--- config.mk ---
export PLATFORM = sky130hd
export DESIGN_NAME = npu_mem_arbiter
export DESIGN_NICKNAME = d
export VERILOG_FILES = /design/src/rtl/npu_mem_arbiter.sv
export SDC_FILE = /design/constraint.sdc
export NUM_CORES = 1
export LEC_CHECK = 0
export BUFFER_PORTS_ARGS = -buffer_cell sky130_fd_sc_hd__buf_4
export CORE_AREA = 2 2 116 118
export DETAILED_ROUTE_END_ITERATION = 12
export DIE_AREA = 0 0 118 120
export PLACE_DENSITY_LB_ADDON = 0.2
export SYNTH_ARGS = -nofsm -noshare
export SYNTH_HDL_FRONTEND = slang
export SYNTH_SLANG_ARGS = --single-unit
--- constraint.sdc ---
create_clock -name clk_i -period 6.4 [get_ports clk_i]
set_clock_uncertainty 0.2 [all_clocks]
set_input_delay 1.28 -clock clk_i [delete_from_list [all_inputs] [get_ports clk_i]]
set_output_delay 1.28 -clock clk_i [all_outputs]
set_load 0.005 [all_outputs]
--- src/rtl/npu_mem_arbiter.sv ---
// npu_mem_arbiter
// Shares the single-port NPU SRAM between the host bus (H) and the compute
// engine (E). At most one memory access per cycle. A requester may keep
// ownership for a short locked burst of up to MaxBurst beats. Ties in IDLE
// are broken round-robin.
//
// Build option: define NPU_ARB_HOST_PRIO_EN for fixed host priority on ties.
// Locked bursts and the MaxBurst cap still apply in that build.
//
// Debug: dbg_state_o exposes the FSM state (0=IDLE, 1=OWN_H, 2=OWN_E).
//
// Handshake (identical on the H and E ports):
//   x_req_i is the valid of one beat.
//   x_lock_i, x_wen_i, x_addr_i and x_wdata_i are held stable while
//   x_req_i=1 and x_gnt_o=0.
//   The beat transfers in the cycle where x_req_i && x_gnt_o. That same cycle
//   drives mem_cen_o together with the owner's wen/addr/wdata.
//   x_gnt_o is combinational from the FSM state and the requests.
//   A read granted in cycle N returns x_rvalid_o=1 with x_rdata_o in N+1.
module npu_mem_arbiter #(
  parameter int DWidth   = 32,
  parameter int MaxBurst = 8
) (
  input  logic              clk_i,
  input  logic              rst_ni,
  input  logic              h_req_i,
  input  logic              h_lock_i,
  input  logic              h_wen_i,
  input  logic [DWidth-1:0] h_addr_i,
  input  logic [DWidth-1:0] h_wdata_i,
  output logic              h_gnt_o,
  output logic              h_rvalid_o,
  output logic [DWidth-1:0] h_rdata_o,
  input  logic              e_req_i,
  input  logic              e_lock_i,
  input  logic              e_wen_i,
  input  logic [DWidth-1:0] e_addr_i,
  input  logic [DWidth-1:0] e_wdata_i,
  output logic              e_gnt_o,
  output logic              e_rvalid_o,
  output logic [DWidth-1:0] e_rdata_o,
  output logic              mem_cen_o,
  output logic              mem_wen_o,
  output logic [DWidth-1:0] mem_addr_o,
  output logic [DWidth-1:0] mem_wdata_o,
  input  logic [DWidth-1:0] mem_rdata_i,
  output logic [1:0]        dbg_state_o
);

  localparam int              CntW    = $clog2(MaxBurst + 1);
  localparam bit              BurstEn = (MaxBurst > 1);
  localparam logic [CntW-1:0] CntOne  = CntW'(1);
  localparam logic [CntW-1:0] CntMax  = CntW'(MaxBurst);

  typedef enum logic [1:0] {
    IDLE  = 2'd0,
    OWN_H = 2'd1,
    OWN_E = 2'd2
  } state_e;

  state_e            state_q, state_d;
  logic [CntW-1:0]   burst_q, burst_d, burst_inc;
  logic              gnt_h, gnt_e;
  logic              h_wins_tie;
  logic              h_rvalid_q, e_rvalid_q;
  logic [DWidth-1:0] h_rdata_q, e_rdata_q;

`ifdef NPU_ARB_HOST_PRIO_EN
  // Fixed priority: the host always wins a tie in IDLE.
  assign h_wins_tie = 1'b1;
`else
  // last_e_q remembers the most recent owner. Reset value E lets H win the
  // first tie.
  logic last_e_q;

  // Track the last granted requester. Leaving OWN_x never changes it, because
  // entering OWN_x already recorded x.
  always_ff @(posedge clk_i) begin
    if (!rst_ni) begin
      last_e_q <= 1'b1;
    end else if (gnt_e) begin
      last_e_q <= 1'b1;
    end else if (gnt_h) begin
      last_e_q <= 1'b0;
    end
  end

  assign h_wins_tie = last_e_q;
`endif

  // FSM state register: ownership and burst beat count.
  always_ff @(posedge clk_i) begin
    if (!rst_ni) begin
      state_q <= IDLE;
      burst_q <= '0;
    end else begin
      state_q <= state_d;
      burst_q <= burst_d;
    end
  end

  // Next-state logic. Ownership ends on an unlocked beat, on the capped beat,
  // or when the owner stops requesting.
  always_comb begin
    state_d   = state_q;
    burst_d   = burst_q;
    burst_inc = burst_q + CntOne;
    unique case (state_q)
      IDLE: begin
        if (gnt_h && h_lock_i && BurstEn) begin
          state_d = OWN_H;
          burst_d = CntOne;
        end else if (gnt_e && e_lock_i && BurstEn) begin
          state_d = OWN_E;
          burst_d = CntOne;
        end
      end
      OWN_H: begin
        if (!h_req_i || !h_lock_i || (burst_inc == CntMax)) begin
          state_d = IDLE;
          burst_d = '0;
        end else begin
          burst_d = burst_inc;
        end
      end
      OWN_E: begin
        if (!e_req_i || !e_lock_i || (burst_inc == CntMax)) begin
          state_d = IDLE;
          burst_d = '0;
        end else begin
          burst_d = burst_inc;
        end
      end
      default: begin
        state_d = IDLE;
        burst_d = '0;
      end
    endcase
  end

  // Grant decision and memory port mux. Nothing is granted while reset is held.
  always_comb begin
    gnt_h       = 1'b0;
    gnt_e       = 1'b0;
    mem_wen_o   = 1'b0;
    mem_addr_o  = '0;
    mem_wdata_o = '0;
    if (rst_ni) begin
      unique case (state_q)
        OWN_H: gnt_h = h_req_i;
        OWN_E: gnt_e = e_req_i;
        default: begin
          if (h_req_i && e_req_i) begin
            gnt_h = h_wins_tie;
            gnt_e = !h_wins_tie;
          end else begin
            gnt_h = h_req_i;
            gnt_e = e_req_i;
          end
        end
      endcase
    end
    if (gnt_h) begin
      mem_wen_o   = h_wen_i;
      mem_addr_o  = h_addr_i;
      mem_wdata_o = h_wdata_i;
    end else if (gnt_e) begin
      mem_wen_o   = e_wen_i;
      mem_addr_o  = e_addr_i;
      mem_wdata_o = e_wdata_i;
    end
    mem_cen_o = gnt_h | gnt_e;
  end

  // Read return path. rvalid follows a granted read by one cycle. The memory
  // data is passed through in that cycle and captured so rdata holds afterwards.
  always_ff @(posedge clk_i) begin
    if (!rst_ni) begin
      h_rvalid_q <= 1'b0;
      e_rvalid_q <= 1'b0;
      h_rdata_q  <= '0;
      e_rdata_q  <= '0;
    end else begin
      h_rvalid_q <= gnt_h && !h_wen_i;
      e_rvalid_q <= gnt_e && !e_wen_i;
      if (h_rvalid_q) h_rdata_q <= mem_rdata_i;
      if (e_rvalid_q) e_rdata_q <= mem_rdata_i;
    end
  end

  assign h_gnt_o     = gnt_h;
  assign e_gnt_o     = gnt_e;
  assign h_rvalid_o  = h_rvalid_q;
  assign e_rvalid_o  = e_rvalid_q;
  assign h_rdata_o   = h_rvalid_q ? mem_rdata_i : h_rdata_q;
  assign e_rdata_o   = e_rvalid_q ? mem_rdata_i : e_rdata_q;
  assign dbg_state_o = state_q;

endmodule

==> results.yml <==
status:
  status: "completed"
layout:
  register_area_um2: 1464
  area_delta_synth_final_pct: 69.77
  layout-drive-gt1-share: 0.5015
  antenna_cells: 0
  nNetsFinal: 822
  n_fill_cell: 1248
  multiInputGateArea_um2: 2166
clocking:
  postCtsResizedCells: 0
  hold_buffers: 0
  cts_buffer_depth: 2
  cts.sinks: 73
  h-tree-depth: 3
  cts_buffers: 9
  post_cts_buffers: 0
  cts_tree: "done"
  cts_root_buf: "clkbuf_16"
  path_clk_slew_ns: 0.05
  worst_skew_pair.late_latency_ns: 0.32
timing:
  final_max_slew_viol_count: 0
  rsz0062_at_grt: "false"
  finalHoldViolations: 0
  tightest_slew_ns: 0.9487
  max_slew_margin: 0.3675
  tns_ns: 0
  post-route-period-util: 0.7912
  finalCriticalPeriod_ns: 5.064
  max_freq_mhz: 197.5
  setup_viol: 0
grt:
  overflow: 0
  grt_antenna_before_repair: 0
  grt_usage: 0.2343
  grt_max_degree: 75
  grt_pass1_wl_um: 24360
  grt_pass1_vias: 4021
routing:
  ant_nets: 0
  wl_per_cell_um: 21.01
  drc_errors: 0
  dr_total_vias: 4115
  wl_um: 17440
  drt_iter0_markers: 242
  viasPerCell: 4.958
  drt-pass1-iter-count: 4
synthesis:
  ys_seq_area_frac: 0.3851
  synth_nets: 536
  avgSynthCellArea_um2: 10.45
  synth_area_um2: 3795
  ys_types: 42
  ys_warn_count: 0
  synth_seq_cells: 73
  postSynthCellCount: 363
worst_setup_path:
  timing.rr.start: "dbg_state_o[0]"
  cp_num_buf_inv: 3
  crit_slowest_cell: "buf_4"
  cp_top_family: "buffers and inverters"
  arrival_ns: 3.58
  rrSetupSlack_ns: 3.76
  reg2regPathDepth: 7
  crit_path_max_fanout: 74
  cp-start-kind: "primary input"
  r2r-end: "dbg_state_o[0]"
  crit_type: "in2out"
  max_stage_delay_ns: 0.46
  crit_chain: "buf_4 -> and2_1 -> nand3_1 -> nor2_4 -> buf_4 -> a22o_1 -> buf_4"
  cp-end-kind: "output pin"
  critPathRequiredTime_ns: 4.92
  crit_path_frequent_cell: "buf_4"
hold_path:
  min_path_type: "reg2reg"
  holdPathStages: 2
  holdCritStartpoint: "burst_q[3]"
  hold_path_end: "burst_q[3]"
place:
  gp_congestion: 0.9628
  dp_hpwl_um: 14350
  port_buffers: 303
floorplan:
  row_count: 42
  initial_core_util: 0.2924
  core_area_um2: 12980
  io_pins: 304
  fp.dieW_um: 118
  die_y_um: 120
  die_area_um2: 14160
power:
  vdd_drop_max_mv: 0.1141
  power_density_nw_per_um2: 264.1
  p_leak_uw: 0.003274
  power.total_uw: 1701
run:
  max-cap-violations: 0
-- through the flow --
stage | util | setup WS (ns) | std cells | area (um2) | hold slack (ns)
final | 0.4963 | 1.336 | 830 | 6442 | 0.3174
after global routing | 0.4963 | 1.148 | 830 | 6442 | 0.3391
after CTS | 0.4963 | 1.318 | 830 | 6442 | 0.3155
after floorplan | - | 2.624 | 363 | 3795 | 0.2705
after global placement | 0.4750 | 1.387 | 814 | 6166 | 0.2952
after detailed placement | 0.4750 | 1.312 | 814 | 6166 | 0.3061
-- cells by family (layout without fill, tap and decap cells) --
family,count (synthesis),after routing,synth area share
buffers and inverters,36,327,0.04616
AO/OA/AOI/OAI,85,85,0.1959
adder cells (fa/ha/maj),5,5,0.01649
multiplexers,64,64,0.1899
flip-flops,73,73,0.3851
AND/OR/NAND/NOR,100,100,0.1665
-- per-layer routing --
metal / part of all wire / global-route usage / vias to the layer above
met2: 0.50 / 0.3975 / 229
met3: 0.075 / 0.05323 / 43
li1: - / - / 1909
met4: 0.058 / 0.1461 / 0
met1: 0.37 / 0.2672 / 1934
met5: 0 / 0 / -
-- worst reg2reg max path, delay by kind of cell, from the launching register on --
family / cells / cell delay [ns]
buffers and inverters: 2 / 0.73
and+or+nand+nor: 2 / 0.41
DFF: 1 / 0.43
AOI/OAI and AO/OA: 2 / 0.43
adders and majority gates: 1 / 0.37
-- cell usage after synthesis, drive strengths merged --
cell,number,share of area
nand4,4,0.0066
nand4bb,1,0.0030
nand4b,2,0.0046
and2,66,0.11
nor2b,2,0.0033
o41ai,1,0.0043
dfxtp,73,0.39
nand3,4,0.0053
o22ai,1,0.0016
mux2,64,0.19
a21bo,1,0.0026
ha,5,0.016
a2bb2oi,1,0.0023
a21oi,1,0.0013
or3,1,0.0016
a31oi,2,0.0033
nand2,7,0.0069
nor2,2,0.0020
a22oi,1,0.0020
a22o,65,0.15
buf,18,0.028
nand2b,4,0.0066
and3,2,0.0033
inv,5,0.0049
a211oi,2,0.0040
a21boi,1,0.0020
o31ai,1,0.0020
clkbuf,13,0.013
nor3b,2,0.0082
o31a,1,0.0023
o2111ai,1,0.0023
nor4b,1,0.0023
o2bb2ai,1,0.0023
a21o,1,0.0020
o221ai,1,0.0023
a311o,1,0.0026
nand3b,2,0.0040
a41oi,2,0.0066
-- area by class of cell --
type,instances,share of cell area
clock buffers,14,0.04098
clock inverters,2,0.001942
inverters,5,0.002913
multi-input cells,254,0.3362
flip-flops and latches,73,0.2272
well taps,176,0.03418
repair buffers,306,0.3566
-- where the power goes --
part	internal [uW]	switching, uW
Combinational	392	320
Sequential	491	38.4
Clock	283	177
-- state kept, by name, indices dropped and copies added, names as in the netlist --
| signal | flops |
|---|---|
| burst_q | 4 |
| dbg_state_o | 2 |
| e_rdata_q | 32 |
| e_rvalid_o | 1 |
| h_rdata_q | 32 |
| h_rvalid_o | 1 |
| h_wins_tie | 1 |
-- cells in the final DEF, fill, tap and decap left out, types with 2 or more instances in the layout --
master	n
a211oi_1	2
a22o_1	65
a31oi_1	2
and2_1	66
and3_1	2
buf_4	306
clkbuf_1	3
clkbuf_16	9
clkbuf_8	2
dfxtp_1	71
dfxtp_2	2
ha_1	5
inv_1	4
mux2_1	64
nand2_1	7
nand2b_1	4
nand3_1	4
nand3b_1	2
nand4_1	4
nand4b_1	2
nor2b_1	2
-- how the worst max path moves through the flow --
stage	startpoint	end	depth (start not counted)
finish	rst_ni	mem_addr_o[27]	7
CTS	rst_ni	mem_addr_o[27]	7
global route	rst_ni	mem_addr_o[25]	7
global placement	rst_ni	mem_addr_o[27]	7
floorplan	rst_ni	mem_addr_o[0]	7
detailed placement	rst_ni	mem_addr_o[27]	7
No activity file was read; power rests on OpenSTA's default activity.
